`src/rtl/cog_vid_pkg.sv`:
```
// cog_vid_pkg: mode encodings and pixel shift helper for the cog video generator
package cog_vid_pkg;

    localparam logic [1:0] VID_1BPP = 2'b00;
    localparam logic [1:0] VID_2BPP = 2'b01;
    localparam logic [1:0] VID_8BPP = 2'b10;

    function automatic logic [3:0] vid_shift(input logic [1:0] mode);
        return (mode == VID_1BPP) ? 4'd1 : (mode == VID_8BPP) ? 4'd8 : 4'd2;
    endfunction

endpackage

```
`src/rtl/cog_vid_fifo.sv`:
```
// cog_vid_fifo: registered-output-free synchronous FIFO, no fall-through, full blocks push
module cog_vid_fifo #(
    parameter int DEPTH = 4,
    parameter int DW    = 64
) (
    input  logic                       clk,
    input  logic                       rst,
    input  logic                       push,
    input  logic                       pop,
    input  logic [DW-1:0]              din,
    output logic [DW-1:0]              dout,
    output logic                       full,
    output logic                       empty,
    output logic [$clog2(DEPTH+1)-1:0] level
);

    localparam int AW = $clog2(DEPTH);
    localparam int LW = $clog2(DEPTH + 1);

    logic [DW-1:0] mem_q [DEPTH];
    logic [AW-1:0] wr_ptr_q, rd_ptr_q;
    logic [LW-1:0] level_q;
    logic          push_ok, pop_ok;

    assign full    = (level_q == LW'(DEPTH));
    assign empty   = (level_q == '0);
    assign push_ok = push & ~full;
    assign pop_ok  = pop & ~empty;
    assign dout    = mem_q[rd_ptr_q];
    assign level   = level_q;

    // storage array, written only on an accepted push
    always_ff @(posedge clk) begin
        if (push_ok) mem_q[wr_ptr_q] <= din;
    end

    // pointers wrap naturally since DEPTH is a power of two
    always_ff @(posedge clk) begin
        if (rst) begin
            wr_ptr_q <= '0;
            rd_ptr_q <= '0;
            level_q  <= '0;
        end else begin
            if (push_ok) wr_ptr_q <= wr_ptr_q + AW'(1);
            if (pop_ok) rd_ptr_q <= rd_ptr_q + AW'(1);
            level_q <= level_q + LW'(push_ok) - LW'(pop_ok);
        end
    end

endmodule

```
`src/rtl/cog_vidx.sv`:
```
// cog_vidx: cog video generator - frame/pixel timing, pixel shifter, colour select, pin lane output
module cog_vidx
    import cog_vid_pkg::*;
#(
    parameter int DEPTH  = 4,
    parameter int PCLK_W = 8,
    parameter int FCLK_W = 12,
    parameter int PIN_W  = 32,
    localparam int GW    = (PIN_W / 8 > 1) ? $clog2(PIN_W / 8) : 1,
    localparam int LW    = $clog2(DEPTH + 1)
) (
    input  logic              clk_vid,
    input  logic              res,
    input  logic              cfg_en,
    input  logic [1:0]        cfg_mode,
    input  logic [PCLK_W-1:0] cfg_pclks,
    input  logic [FCLK_W-1:0] cfg_fclks,
    input  logic [7:0]        cfg_border,
    input  logic [7:0]        cfg_mask,
    input  logic [GW-1:0]     cfg_group,
    input  logic              wr_valid,
    output logic              wr_ready,
    input  logic [31:0]       wr_pixel,
    input  logic [31:0]       wr_color,
    output logic [LW-1:0]     level,
    output logic              frame_done,
    output logic              underrun,
    input  logic              underrun_clr,
    output logic [PIN_W-1:0]  pin_out
);

    logic [FCLK_W-1:0] set_q, set_d;
    logic [PCLK_W-1:0] cnt_q, cnt_d;
    logic [31:0]       pixels_q, pixels_d, colors_q, colors_d, col_sh;
    logic [7:0]        discrete_q, discrete_d, sel;
    logic              frame_done_q, frame_done_d, underrun_q, underrun_d;
    logic              new_set, new_cnt, full, empty, pop;
    logic [63:0]       fifo_dout;
    logic [1:0]        idx;

    cog_vid_fifo #(.DEPTH(DEPTH), .DW(64)) u_fifo (
        .clk   (clk_vid),
        .rst   (res),
        .push  (wr_valid),
        .pop   (pop),
        .din   ({wr_pixel, wr_color}),
        .dout  (fifo_dout),
        .full  (full),
        .empty (empty),
        .level (level)
    );

    assign wr_ready   = ~full;
    assign new_set    = (set_q == FCLK_W'(1));
    assign new_cnt    = (cnt_q == PCLK_W'(1));
    assign pop        = cfg_en & new_set & ~empty;
    assign idx        = (cfg_mode == VID_1BPP) ? {1'b0, pixels_q[0]} : pixels_q[1:0];
    assign col_sh     = colors_q >> {idx, 3'b000};
    assign sel        = (cfg_mode == VID_8BPP) ? pixels_q[7:0] : col_sh[7:0];
    assign frame_done = frame_done_q;
    assign underrun   = underrun_q;
    assign pin_out    = cfg_en ? (PIN_W'(discrete_q & cfg_mask) << {cfg_group, 3'b000}) : '0;

    // timing counters, frame load, pixel shift and colour select next-state
    always_comb begin
        set_d        = FCLK_W'(1);
        cnt_d        = PCLK_W'(1);
        pixels_d     = pixels_q;
        colors_d     = colors_q;
        discrete_d   = discrete_q;
        frame_done_d = 1'b0;
        underrun_d   = (cfg_en & new_set & empty) | (underrun_q & ~underrun_clr);
        if (cfg_en) begin
            set_d        = new_set ? cfg_fclks : set_q - FCLK_W'(1);
            cnt_d        = (new_set | new_cnt) ? cfg_pclks : cnt_q - PCLK_W'(1);
            frame_done_d = new_set;
            discrete_d   = sel;
            if (new_set) begin
                pixels_d = empty ? 32'd0 : fifo_dout[63:32];
                colors_d = empty ? {4{cfg_border}} : fifo_dout[31:0];
            end else if (new_cnt) begin
                pixels_d = pixels_q >> vid_shift(cfg_mode);
            end
        end
    end

    // state registers with synchronous reset
    always_ff @(posedge clk_vid) begin
        if (res) begin
            set_q        <= FCLK_W'(1);
            cnt_q        <= PCLK_W'(1);
            pixels_q     <= '0;
            colors_q     <= '0;
            discrete_q   <= '0;
            frame_done_q <= 1'b0;
            underrun_q   <= 1'b0;
        end else begin
            set_q        <= set_d;
            cnt_q        <= cnt_d;
            pixels_q     <= pixels_d;
            colors_q     <= colors_d;
            discrete_q   <= discrete_d;
            frame_done_q <= frame_done_d;
            underrun_q   <= underrun_d;
        end
    end

endmodule
```
`config.mk`:
```
export PLATFORM = sky130hd
export DESIGN_NAME = cog_vidx
export DESIGN_NICKNAME = d
export VERILOG_FILES = /design/src/rtl/cog_vid_pkg.sv /design/src/rtl/cog_vid_fifo.sv /design/src/rtl/cog_vidx.sv
export SDC_FILE = /design/constraint.sdc
export NUM_CORES = 1
export LEC_CHECK = 0
export BUFFER_PORTS_ARGS = -buffer_cell sky130_fd_sc_hd__buf_2
export CORE_MARGIN = 5
export CORE_UTILIZATION = 25
export DETAILED_ROUTE_END_ITERATION = 12
export PLACE_DENSITY = 0.39
export SKIP_CTS_REPAIR_TIMING = 1
export SYNTH_ARGS = -nofsm -noshare
export SYNTH_HDL_FRONTEND = slang
export SYNTH_SLANG_ARGS = --single-unit
export TNS_END_PERCENT = 5
```
`constraint.sdc`:
```
create_clock -name clk_vid -period 2.9 [get_ports clk_vid]
set_input_delay 0.58 -clock clk_vid [delete_from_list [all_inputs] [get_ports clk_vid]]
set_output_delay 0.58 -clock clk_vid [all_outputs]
set_load 0.02 [all_outputs]
```
==> out/qor.tcl, run 1 <==
set qor(number_of_nets_still_failing_antenna_checks_after_routing) 0
set qor(synth_common_cells) {sky130_fd_sc_hd__edfxtp_1 (256), sky130_fd_sc_hd__nand2_1 (117), sky130_fd_sc_hd__dfxtp_1 (103)}
set qor(crit_path_end_kind) {flop}
set qor(drt_drc_violations_left) 0
set qor(synthesis.area_per_instance_um2) 14.2
set qor(critical_path_class) {reg2reg}
set qor(cap_violations) 0
set qor(cts_max_level) 2
set qor(cts_made_buffers) 43
set qor(clock_tree.buffer_depth) 3
set qor(finClkSkew_ns) 0.0145
set qor(path_cells) {or4_1 -> or4_4 -> nor3_4 -> ha_1 -> inv_1 -> ha_1 -> fa_1 -> nor2b_1}
set qor(crit_path_max_incr_delay_ns) 0.58
set qor(drt_pre_antenna_iters) 5
set qor(place.detailed.hpwl_mm) 28.6
set qor(clkLatencyLatePin_ns) 0.56
set qor(cts.reportedPaths.clkPinSlew_ns) 0.06
set qor(synth.ff_latch_count) 359
set qor(max-slew-margin-rel) 0.534
set qor(io_buffer_count) 146
set qor(achievable-frequency_mhz) 367
set qor(drtIter0Drc) 516
set qor(worst-endpoint-required_ns) 3.33
set qor(post-synth-top-count-cell) {sky130_fd_sc_hd__edfxtp_1}
set qor(route.final.wire_length_mm) 42.5
set qor(p_total_mw) 17.5
set qor(hold_path.class) {in2reg}
set qor(synth_top_area_cell) {sky130_fd_sc_hd__edfxtp_1}
set qor(total_leakage_power_nw) 6.15
set qor(final_core_util) 0.309
set qor(drive_gt1_frac) 0.284
set qor(io_pins) 147
set qor(yosys_most_used_dff) {sky130_fd_sc_hd__edfxtp_1}
set qor(globalRouteTotalUtil) 0.129
set qor(critical-path-slowest-cell) {sky130_fd_sc_hd__or4_1}
set qor(placedInstanceArea_um2) 17000
set qor(synth.top_cells.by_area) {sky130_fd_sc_hd__edfxtp_1 (51%), sky130_fd_sc_hd__dfxtp_1 (14%), sky130_fd_sc_hd__mux4_2 (11%), sky130_fd_sc_hd__a311oi_1 (4.1%), sky130_fd_sc_hd__nand2_1 (2.9%)}
set qor(fin_crit_sh) 0.940
set qor(grt_antenna_before_repair) 7
set qor(worst-path-max-fanout) 2
set qor(vdd_drop_max_v) 0.000492
set qor(hold_viol_final) 0
set qor(numClockSinks) 359
set qor(post_synth_inst_count) 1052
set qor(timing_worst_slew_pin_value_ns) 0.700
set qor(tritoncts) {yes}
set qor(yosysSeqAreaShare) 0.651
set qor(critical_path_arrival_ns) 3.15
set qor(grt_max_degree) 63
set qor(grt-ovfl-total) 0
set qor(yosys_warnings) 0
set qor(synth.top_cell.area_share) 0.513
set qor(critical_path.most_common_cell) {sky130_fd_sc_hd__ha_1}
set qor(vias) 9436
set qor(outcome) {completed}
set qor(dieHeight_um) 255
set qor(via_per_inst) 4.66
set qor(grt_pass1_vias) 9560
set qor(power.density_nw_per_um2) 956
set qor(dieWidth_um) 255
set qor(synth_area_um2) 15000
set qor(initial_core_util) 0.253
set qor(async_flop_share) 0
set qor(core.rowCount) 89
set qor(slew_viol_final) 0
set qor(synth.net_count) 1172
set qor(fin_nets) 1335
set qor(fin_area_um2) 18300
set qor(synth.lib_cells_used.distinct) 54
set qor(die_outline_area_um2) 64900
set qor(setup_violations) 0
set qor(cts-root-buf) {sky130_fd_sc_hd__clkbuf_16}
set qor(cp_startpoint_kind) {flop}
set qor(rsz_0062_raised_after_global_routing) {false}
set qor(placeable_core_area_um2) 59200
set qor(gp_congestion) 0.754
set qor(fin_setup_tns_ns) 0
set qor(synth-edff-count) 256
set qor(period_needed_ns) 2.73
set qor(grt_pass1_wl_mm) 63.1
set qor(avgRoutedWirePerCell_um) 21.0
set qor(area_growth_syn_to_layout_pct) 22.3
## kinds of logic (layout without fill, tap and decap cells)
kind of cell | after synthesis | count (layout) | share of synthesized area
flops | 359 | 359 | 0.651
simple gates | 286 | 286 | 0.0888
mux | 101 | 101 | 0.127
buf+inv | 96 | 291 | 0.0271
xor+xnor | 16 | 16 | 0.00935
other cells | 0 | 4 | 0
fa+ha+maj | 11 | 11 | 0.00969
compound gates | 183 | 183 | 0.0874
## state kept, by name, indices dropped and copies added (netlist names), named ones only
name,flops
u_fifo.mem_q,256
colors_q,32
pixels_q,32
set_q,12
cnt_q,8
discrete_q,8
u_fifo.level,3
u_fifo.rd_ptr_q,2
u_fifo.wr_ptr_q,2
frame_done,1
underrun,1
## stage by stage
stage / setup slack (ns) / instances / hold slack (ns)
after floorplan: -0.0707 / 1052 / 0.461
after global placement: 0.146 / 1943 / 0.474
after detailed placement: 0.156 / 1943 / 0.483
after CTS: 0.155 / 2020 / 0.201
after global routing: 0.0541 / 2020 / 0.216
final: 0.173 / 2024 / 0.240
## report_power, final
| group | switching [mW] | internal, mW | total (mW) |
|---|---|---|---|
| combinational | 3.22 | 2.34 | 5.56 |
| clock | 2.07 | 2.99 | 5.06 |
| sequential | 0.576 | 6.33 | 6.91 |
| total | 5.87 | 11.7 | 17.5 |
## critical path: cells and delay by family (launching register included)
kind | cells | cell delay [ns]
fa+ha+maj | 3 | 0.82
buf+inv | 1 | 0.06
flops | 1 | 0.30
simple gates | 4 | 1.43
## final timing paths
kind / from / to / slack [ns] / cells after the start
worst min register to register: underrun / underrun / 0.48 / 2
worst max-delay path: set_q[2] / u_fifo.level[1] / 0.17 / 8
worst max register to register: set_q[2] / u_fifo.level[1] / 0.17 / 8
worst min-delay path: wr_color[27] / u_fifo.mem_q[2][27] / 0.24 / 1
## layout make-up
cell class | instances | area, um2
Antenna cell | 4 | 10.0
Clock buffer | 62 | 1220
Clock inverter | 15 | 96.3
Fill cell | 5933 | 40900
Inverter | 15 | 56.3
Multi-Input combinational cell | 597 | 4860
Sequential cell | 359 | 9750
Tap cell | 773 | 967
Timing Repair Buffer | 199 | 1370
## cell usage in the layout, fill, tap and decap left out, types with 15 or more instances in the layout
cell type,netlist,layout
sky130_fd_sc_hd__a21oi_1,53,53
sky130_fd_sc_hd__a311oi_1,71,71
sky130_fd_sc_hd__buf_12,0,19
sky130_fd_sc_hd__buf_2,15,146
sky130_fd_sc_hd__buf_4,1,34
sky130_fd_sc_hd__clkbuf_16,0,44
sky130_fd_sc_hd__dfxtp_1,103,101
sky130_fd_sc_hd__edfxtp_1,256,256
sky130_fd_sc_hd__inv_1,15,15
sky130_fd_sc_hd__mux2i_1,26,26
sky130_fd_sc_hd__mux4_2,71,71
sky130_fd_sc_hd__nand2_1,117,117
sky130_fd_sc_hd__nand3_1,29,29
sky130_fd_sc_hd__nor2_1,59,59
sky130_fd_sc_hd__nor3_1,30,29
sky130_fd_sc_hd__o21ai_0,28,28
## layer usage
metal	GRT usage	wire length [um]	vias to the layer above
met5	0	13	-
met4	0.0328	715	2
met3	0.0291	2180	45
met2	0.207	19900	226
met1	0.178	19700	4721
li1	-	-	4442
No activity file was read; power rests on OpenSTA's default activity.
==> inputs of run 2 (changes only) <==
--- a/config.mk
+++ b/config.mk
@@ -12,2 +12,3 @@
 export PLACE_DENSITY = 0.39
+export RECOVER_POWER = 50
 export SKIP_CTS_REPAIR_TIMING = 1
==> constraint.sdc (replaced) <==
create_clock -name clk_vid -period 2.9 [get_ports clk_vid]
set_input_delay 0.725 -clock clk_vid [delete_from_list [all_inputs] [get_ports clk_vid]]
set_output_delay 0.725 -clock clk_vid [all_outputs]
set_load 0.02 [all_outputs]
==> out/qor.tcl, run 2 (synthesis gave the netlist of run 1 again) <==
set qor(slew_viol_final) 0
set qor(hold_path.class) {in2reg}
set qor(instances_no_fill) 2023
set qor(critical_path.startpoint) {set_q[2]}
set qor(fin_area_um2) 18300
set qor(vdd_drop_max_v) 0.000573
set qor(cts-root-buf) {sky130_fd_sc_hd__clkbuf_16}
set qor(clock_tree.buffer_depth) 3
set qor(timing_worst_slew_pin_value_ns) 1.19
set qor(final_core_util) 0.309
set qor(path_cells) {or4_4 -> or4_4 -> nor3_4 -> ha_1 -> inv_1 -> ha_2 -> fa_1 -> nor2b_1}
set qor(setup.reg_to_reg.worst_slack_ns) 0.09
set qor(crit_path_end_kind) {flop}
set qor(filler_cell_count) 5984
set qor(crit_end) {u_fifo.level[1]}
set qor(dpl.cell_count) 1944
set qor(gp_congestion) 0.787
set qor(place.detailed.hpwl_mm) 29.4
set qor(dieWidth_um) 255
set qor(placedInstanceArea_um2) 17000
set qor(area.sequential_um2) 9750
set qor(crit_path_max_incr_delay_ns) 0.54
set qor(critical_path_arrival_ns) 3.24
set qor(routed_met3_length_mm) 2.42
set qor(largest_register) {u_fifo.mem_q}
set qor(critical-path-slowest-cell) {sky130_fd_sc_hd__or4_4}
set qor(met1_length_mm) 19.4
set qor(number_of_nets_still_failing_antenna_checks_after_routing) 0
set qor(io_pins) 147
set qor(critical_path.n_buffers_inverters) 1
set qor(power_switching_share) 0.334
set qor(net_switching_power_of_the_design_mw) 5.94
set qor(cp_top_family) {simple AND/OR/NAND/NOR gates}
set qor(clkLatencyLatePin_ns) 0.57
set qor(route.final.wire_length_mm) 42.7
set qor(internal_power_mw) 11.8
set qor(worst_path_depth) 8
set qor(rsz_0062_raised_after_global_routing) {false}
set qor(placeable_core_area_um2) 59200
set qor(setup_violations) 0
set qor(setup_slack_ns) 0.0882
set qor(cts.reportedPaths.clkPinSlew_ns) 0.06
set qor(io_buffer_count) 146
set qor(cts_max_level) 2
set qor(worst-path-max-fanout) 2
set qor(drt_drc_violations_left) 0
set qor(multiInputGateArea_um2) 4860
set qor(numClockSinks) 359
set qor(layout.cells.most_common) {sky130_fd_sc_hd__edfxtp_1}
set qor(detailedPlace.worstSlack_ns) 0.0655
set qor(cts_made_buffers) 41
set qor(vias) 9441
set qor(initial_core_util) 0.253
set qor(fin_crit_sh) 0.970
set qor(finClkSkew_ns) 0.0213
set qor(drive_gt1_frac) 0.229
set qor(grt_antenna_before_repair) 8
set qor(outcome) {completed}
set qor(worst_r2r_endpoint) {u_fifo.level[1]}
set qor(achievable-frequency_mhz) 356
set qor(grt_pass1_wl_mm) 63.7
set qor(via_per_inst) 4.67
set qor(drt_pre_antenna_iters) 5
set qor(timing.rr.start) {set_q[2]}
set qor(globalRouteTotalUtil) 0.130
set qor(total_leakage_power_nw) 5.98
set qor(critical_path_class) {reg2reg}
set qor(p_comb_frac) 0.313
set qor(tritoncts) {yes}
set qor(highest_metal_layer_with_signal_wires) {met5}
set qor(power.density_nw_per_um2) 972
set qor(p_clk_frac) 0.299
set qor(hold_viol_final) 0
set qor(largest_register_ffs) 256
set qor(worstHoldStart) {cfg_fclks[0]}
set qor(period_needed_ns) 2.81
set qor(die_outline_area_um2) 64900
set qor(met2RoutedLength_mm) 20.2
set qor(max-slew-margin-rel) 0.207
set qor(avgRoutedWirePerCell_um) 21.1
set qor(reg_top3) {u_fifo.mem_q x256, colors_q x32, pixels_q x32}
set qor(seq_power_share) 0.388
set qor(dieHeight_um) 255
set qor(grt-ovfl-total) 0
set qor(critical_path.most_common_cell) {sky130_fd_sc_hd__or4_4}
set qor(core.rowCount) 89
set qor(grt_max_degree) 63
set qor(worst-endpoint-required_ns) 3.33
set qor(fin_nets) 1334
set qor(cp_startpoint_kind) {flop}
set qor(grt_pass1_vias) 9722
set qor(worst_r2r_path_depth) 8
set qor(area_growth_syn_to_layout_pct) 22.1
set qor(layout_common_cells) {sky130_fd_sc_hd__edfxtp_1 (256), sky130_fd_sc_hd__nand2_1 (117), sky130_fd_sc_hd__dfxtp_1 (101), sky130_fd_sc_hd__buf_2 (79), sky130_fd_sc_hd__clkbuf_1 (75)}
set qor(cap_violations) 0
set qor(p_total_mw) 17.8
set qor(drtIter0Drc) 448
run 2: cell count changes in the layout (fill, tap and decap cells not counted), sizes merged:
cell      change
buf          -73
clkbuf       +58
bufinv        +5
clkinvlp      -1
clkinv        +9
inv           +1
run 2: final cells by class:
type	count	share of cell area
Clock buffer	46	0.0583
Inverter	15	0.00308
Tap cell	773	0.0529
Clock inverter	29	0.0170
Antenna cell	4	0.000547
Sequential cell	359	0.533
Multi-Input combinational cell	597	0.266
Timing Repair Buffer	200	0.0693
run 2: power by group through the flow:
stage / logic (mW) / clock network (mW) / registers, mW
2_1_floorplan: 3.97 / 0 / 6.75
3_3_place_gp: 5.72 / 0 / 7.00
3_5_place_dp: 5.74 / 0 / 7.01
4_1_cts: 5.75 / 5.50 / 6.90
5_1_grt: 6.15 / 5.72 / 6.99
6_report: 5.56 / 5.31 / 6.89
run 2: tightest hold or removal path, cell delays in order:
cell                       delay (ns)
sky130_fd_sc_hd__buf_2           0.08
sky130_fd_sc_hd__nand2_1         0.05
sky130_fd_sc_hd__o211ai_1        0.07
run 2: how the worst min path moves through the flow:
| stage | end | slack [ns] | depth (start not counted) |
|---|---|---|---|
| finish | set_q[0] | 0.39 | 3 |
| global route | u_fifo.mem_q[3][1] | 0.39 | 1 |
| CTS | u_fifo.mem_q[1][12] | 0.33 | 1 |
| detailed placement | discrete_q[5] | 0.48 | 2 |
| global placement | discrete_q[3] | 0.47 | 2 |
| floorplan | discrete_q[1] | 0.46 | 2 |
run 2: metal layers:
metal	global-route usage	up-vias
met5	0	-
li1	-	4435
met2	0.210	227
met3	0.0296	49
met1	0.179	4728
met4	0.0305	2
run 2: stage by stage:
step	hold slack (ns)	TNS [ns]
2_1_floorplan	0.461	-39.30
3_3_place_gp	0.472	0
3_5_place_dp	0.482	0
4_1_cts	0.335	0
5_1_grt	0.395	0
6_report	0.395	0
==> inputs of run 3 (changes only) <==
Settings changed: ABC_AREA set to 1.
==> out/qor.tcl, run 3 <==
set qor(synth.mux.area_fraction) 0
set qor(grt_antenna_before_repair) 2
set qor(grt_pass1_wl_mm) 72.5
set qor(fin_area_um2) 18900
set qor(outcome) {completed}
set qor(slew_viol_final) 0
set qor(crit_path_max_incr_delay_ns) 1.08
set qor(critical_path.most_common_cell) {sky130_fd_sc_hd__nand2_1}
set qor(hold_viol_final) 0
set qor(synth-adder-area-share) 0.00916
set qor(place.detailed.hpwl_mm) 30.0
set qor(timing_worst_slew_pin_value_ns) 1.46
set qor(max-slew-margin-rel) 0.0248
set qor(clkLatencyLatePin_ns) 0.59
set qor(drt_pre_antenna_iters) 5
set qor(drt_drc_violations_left) 0
set qor(largest_register) {u_fifo.mem_q}
set qor(hold_path.class) {in2reg}
set qor(total_leakage_power_nw) 7.48
set qor(synth_compound_area_frac) 0.0917
set qor(placedInstanceArea_um2) 17600
set qor(synth.lib_cells_used.distinct) 36
set qor(period_needed_ns) 2.49
set qor(rsz_0062_raised_after_global_routing) {false}
set qor(drive_gt1_frac) 0.111
set qor(die_outline_area_um2) 68500
set qor(grt_pass1_vias) 12000
set qor(cts_max_level) 2
set qor(gp_congestion) 0.776
set qor(placeable_core_area_um2) 63000
set qor(synth_common_cells) {sky130_fd_sc_hd__nand2_1 (354), sky130_fd_sc_hd__nor2_1 (343), sky130_fd_sc_hd__edfxtp_1 (256)}
set qor(synth_top_area_cell) {sky130_fd_sc_hd__edfxtp_1}
set qor(initial_core_util) 0.252
set qor(area_growth_syn_to_layout_pct) 19.5
set qor(dieHeight_um) 262
set qor(setup_violations) 0
set qor(critical_path_class) {reg2reg}
set qor(reg_top3) {u_fifo.mem_q x256, colors_q x32, pixels_q x32}
set qor(fin_crit_sh) 0.859
set qor(route.final.wire_length_mm) 47.4
set qor(detailedPlace.worstSlack_ns) 0.498
set qor(numClockSinks) 359
set qor(synth.top_cell.area_share) 0.485
set qor(path_cells) {nor2_1 -> nand2_1 -> nand2_1 -> nor2_4 -> clkbuf_2}
set qor(cap_violations) 0
set qor(grt_max_degree) 136
set qor(worst-path-max-fanout) 39
set qor(yosysSeqAreaShare) 0.616
set qor(power.density_nw_per_um2) 1020
set qor(fin_nets) 1988
set qor(async_flop_share) 0
set qor(via_per_inst) 4.37
set qor(post_synth_inst_count) 1739
set qor(avgRoutedWirePerCell_um) 17.2
set qor(area.sequential_um2) 9750
set qor(fin_worst_hold_slack_ns) 0.382
set qor(layout.cells.most_common) {sky130_fd_sc_hd__nand2_1}
set qor(cts-root-buf) {sky130_fd_sc_hd__clkbuf_16}
set qor(number_of_nets_still_failing_antenna_checks_after_routing) 0
set qor(dieWidth_um) 262
set qor(largest_register_ffs) 256
set qor(clock_tree.buffer_depth) 3
set qor(critical-path-slowest-cell) {sky130_fd_sc_hd__clkbuf_2}
set qor(synth.ff_latch_count) 359
set qor(crit_path_end_kind) {flop}
set qor(post-synth-top-count-cell) {sky130_fd_sc_hd__nand2_1}
set qor(p_total_mw) 19.2
set qor(synthesis.area_per_instance_um2) 9.11
set qor(cts_made_buffers) 44
set qor(globalRouteTotalUtil) 0.137
set qor(vias) 12000
set qor(cts.reportedPaths.clkPinSlew_ns) 0.06
set qor(worst-endpoint-required_ns) 3.07
set qor(yosys_warnings) 0
set qor(achievable-frequency_mhz) 402
set qor(multiInputGateArea_um2) 5200
set qor(fin_setup_tns_ns) 0
set qor(synth_area_um2) 15800
set qor(critical_path_arrival_ns) 2.66
set qor(vdd_drop_max_v) 0.000670
set qor(grt-ovfl-total) 0
set qor(layout_common_cells) {sky130_fd_sc_hd__nand2_1 (357), sky130_fd_sc_hd__nor2_1 (339), sky130_fd_sc_hd__edfxtp_1 (256), sky130_fd_sc_hd__o21ai_0 (154), sky130_fd_sc_hd__nand3_1 (131)}
set qor(io_pins) 147
set qor(synth-edff-count) 256
set qor(filler_cell_count) 6734
set qor(yosys_most_used_dff) {sky130_fd_sc_hd__edfxtp_1}
set qor(finClkSkew_ns) 0.0295
set qor(synth.top_cells.by_area) {sky130_fd_sc_hd__edfxtp_1 (49%), sky130_fd_sc_hd__dfxtp_1 (13%), sky130_fd_sc_hd__nand2_1 (8.4%), sky130_fd_sc_hd__nor2_1 (8.1%), sky130_fd_sc_hd__o21ai_0 (4.9%)}
set qor(drtIter0Drc) 667
set qor(synth.net_count) 1859
set qor(cp_startpoint_kind) {flop}
set qor(tritoncts) {yes}
set qor(synthXorXnorAreaFrac) 0.00553
set qor(setup_slack_ns) 0.410
set qor(simple_gate_portion_of_the_synthesized_area) 0.221
set qor(largest_family_of_logic_cells_by_synthesized_area) {simple AND/OR/NAND/NOR gates}
set qor(io_buffer_count) 146
set qor(core.rowCount) 92
-- run 3: changes by cell type after synthesis, moves of 16 or more --
cell | previous run | this run
sky130_fd_sc_hd__nor2_1 | 59 | 343
sky130_fd_sc_hd__nand2_1 | 117 | 354
sky130_fd_sc_hd__o21ai_0 | 28 | 154
sky130_fd_sc_hd__inv_1 | 15 | 121
sky130_fd_sc_hd__nand3_1 | 29 | 131
sky130_fd_sc_hd__a311oi_1 | 71 | 0
sky130_fd_sc_hd__mux4_2 | 71 | 0
sky130_fd_sc_hd__o22ai_1 | 6 | 41
sky130_fd_sc_hd__nor3_1 | 30 | 2
sky130_fd_sc_hd__mux2i_1 | 26 | 0
sky130_fd_sc_hd__clkbuf_1 | 52 | 68
-- run 3: worst paths after layout --
kind,slack [ns],depth (start not counted),from,end
worst min register to register,0.48,2,underrun,underrun
worst max-delay path,0.41,5,u_fifo.level[1],u_fifo.mem_q[1][57]
worst min-delay path,0.38,3,cfg_pclks[2],cnt_q[2]
worst max register to register,0.41,5,u_fifo.level[1],u_fifo.mem_q[1][57]
-- run 3: layout make-up --
type,count,share of cell area
clock buffers,66,0.0669
diodes,1,0.000132
multi-input cells,1154,0.275
flip-flops and latches,359,0.515
inverters,126,0.0251
repair buffers,183,0.0522
clock inverters,15,0.00998
well taps,846,0.0559
-- run 3: routing by layer --
layer	vias to the layer above	global-route usage	share of wire
met5	-	0	0
met2	223	0.240	0.49
met1	5677	0.176	0.44
li1	6052	-	-
met3	59	0.0253	0.045
met4	0	0.0311	0.016
-- run 3: cell families (layout without fill, tap and decap cells) --
logic type | after synthesis | in the layout
simple gates | 860 | 860
compound gates | 273 | 273
xor+xnor | 10 | 10
other cells | 0 | 1
fa+ha+maj | 11 | 11
flops | 359 | 359
buf+inv | 226 | 390
-- run 3: power by group --
part | internal (mW) | switching [mW] | leakage [nW]
clock | 3.31 | 2.21 | 0.724
combinational | 2.03 | 4.83 | 3.57
sequential | 6.46 | 0.412 | 3.19
total | 11.8 | 7.45 | 7.48
-- run 3: worst max-delay path, delay by kind of cell, from the launching register on --
family / cells / cell delay [ns]
simple gates: 4 / 0.53
buf+inv: 1 / 1.08
flops: 1 / 0.41
-- run 3: metrics by stage --
| step | cells | util |
|---|---|---|
| after floorplan | 1739 | - |
| after global placement | 2668 | 0.280 |
| after detailed placement | 2668 | 0.280 |
| after CTS | 2749 | 0.303 |
| after global routing | 2749 | 0.301 |
| final | 2750 | 0.301 |
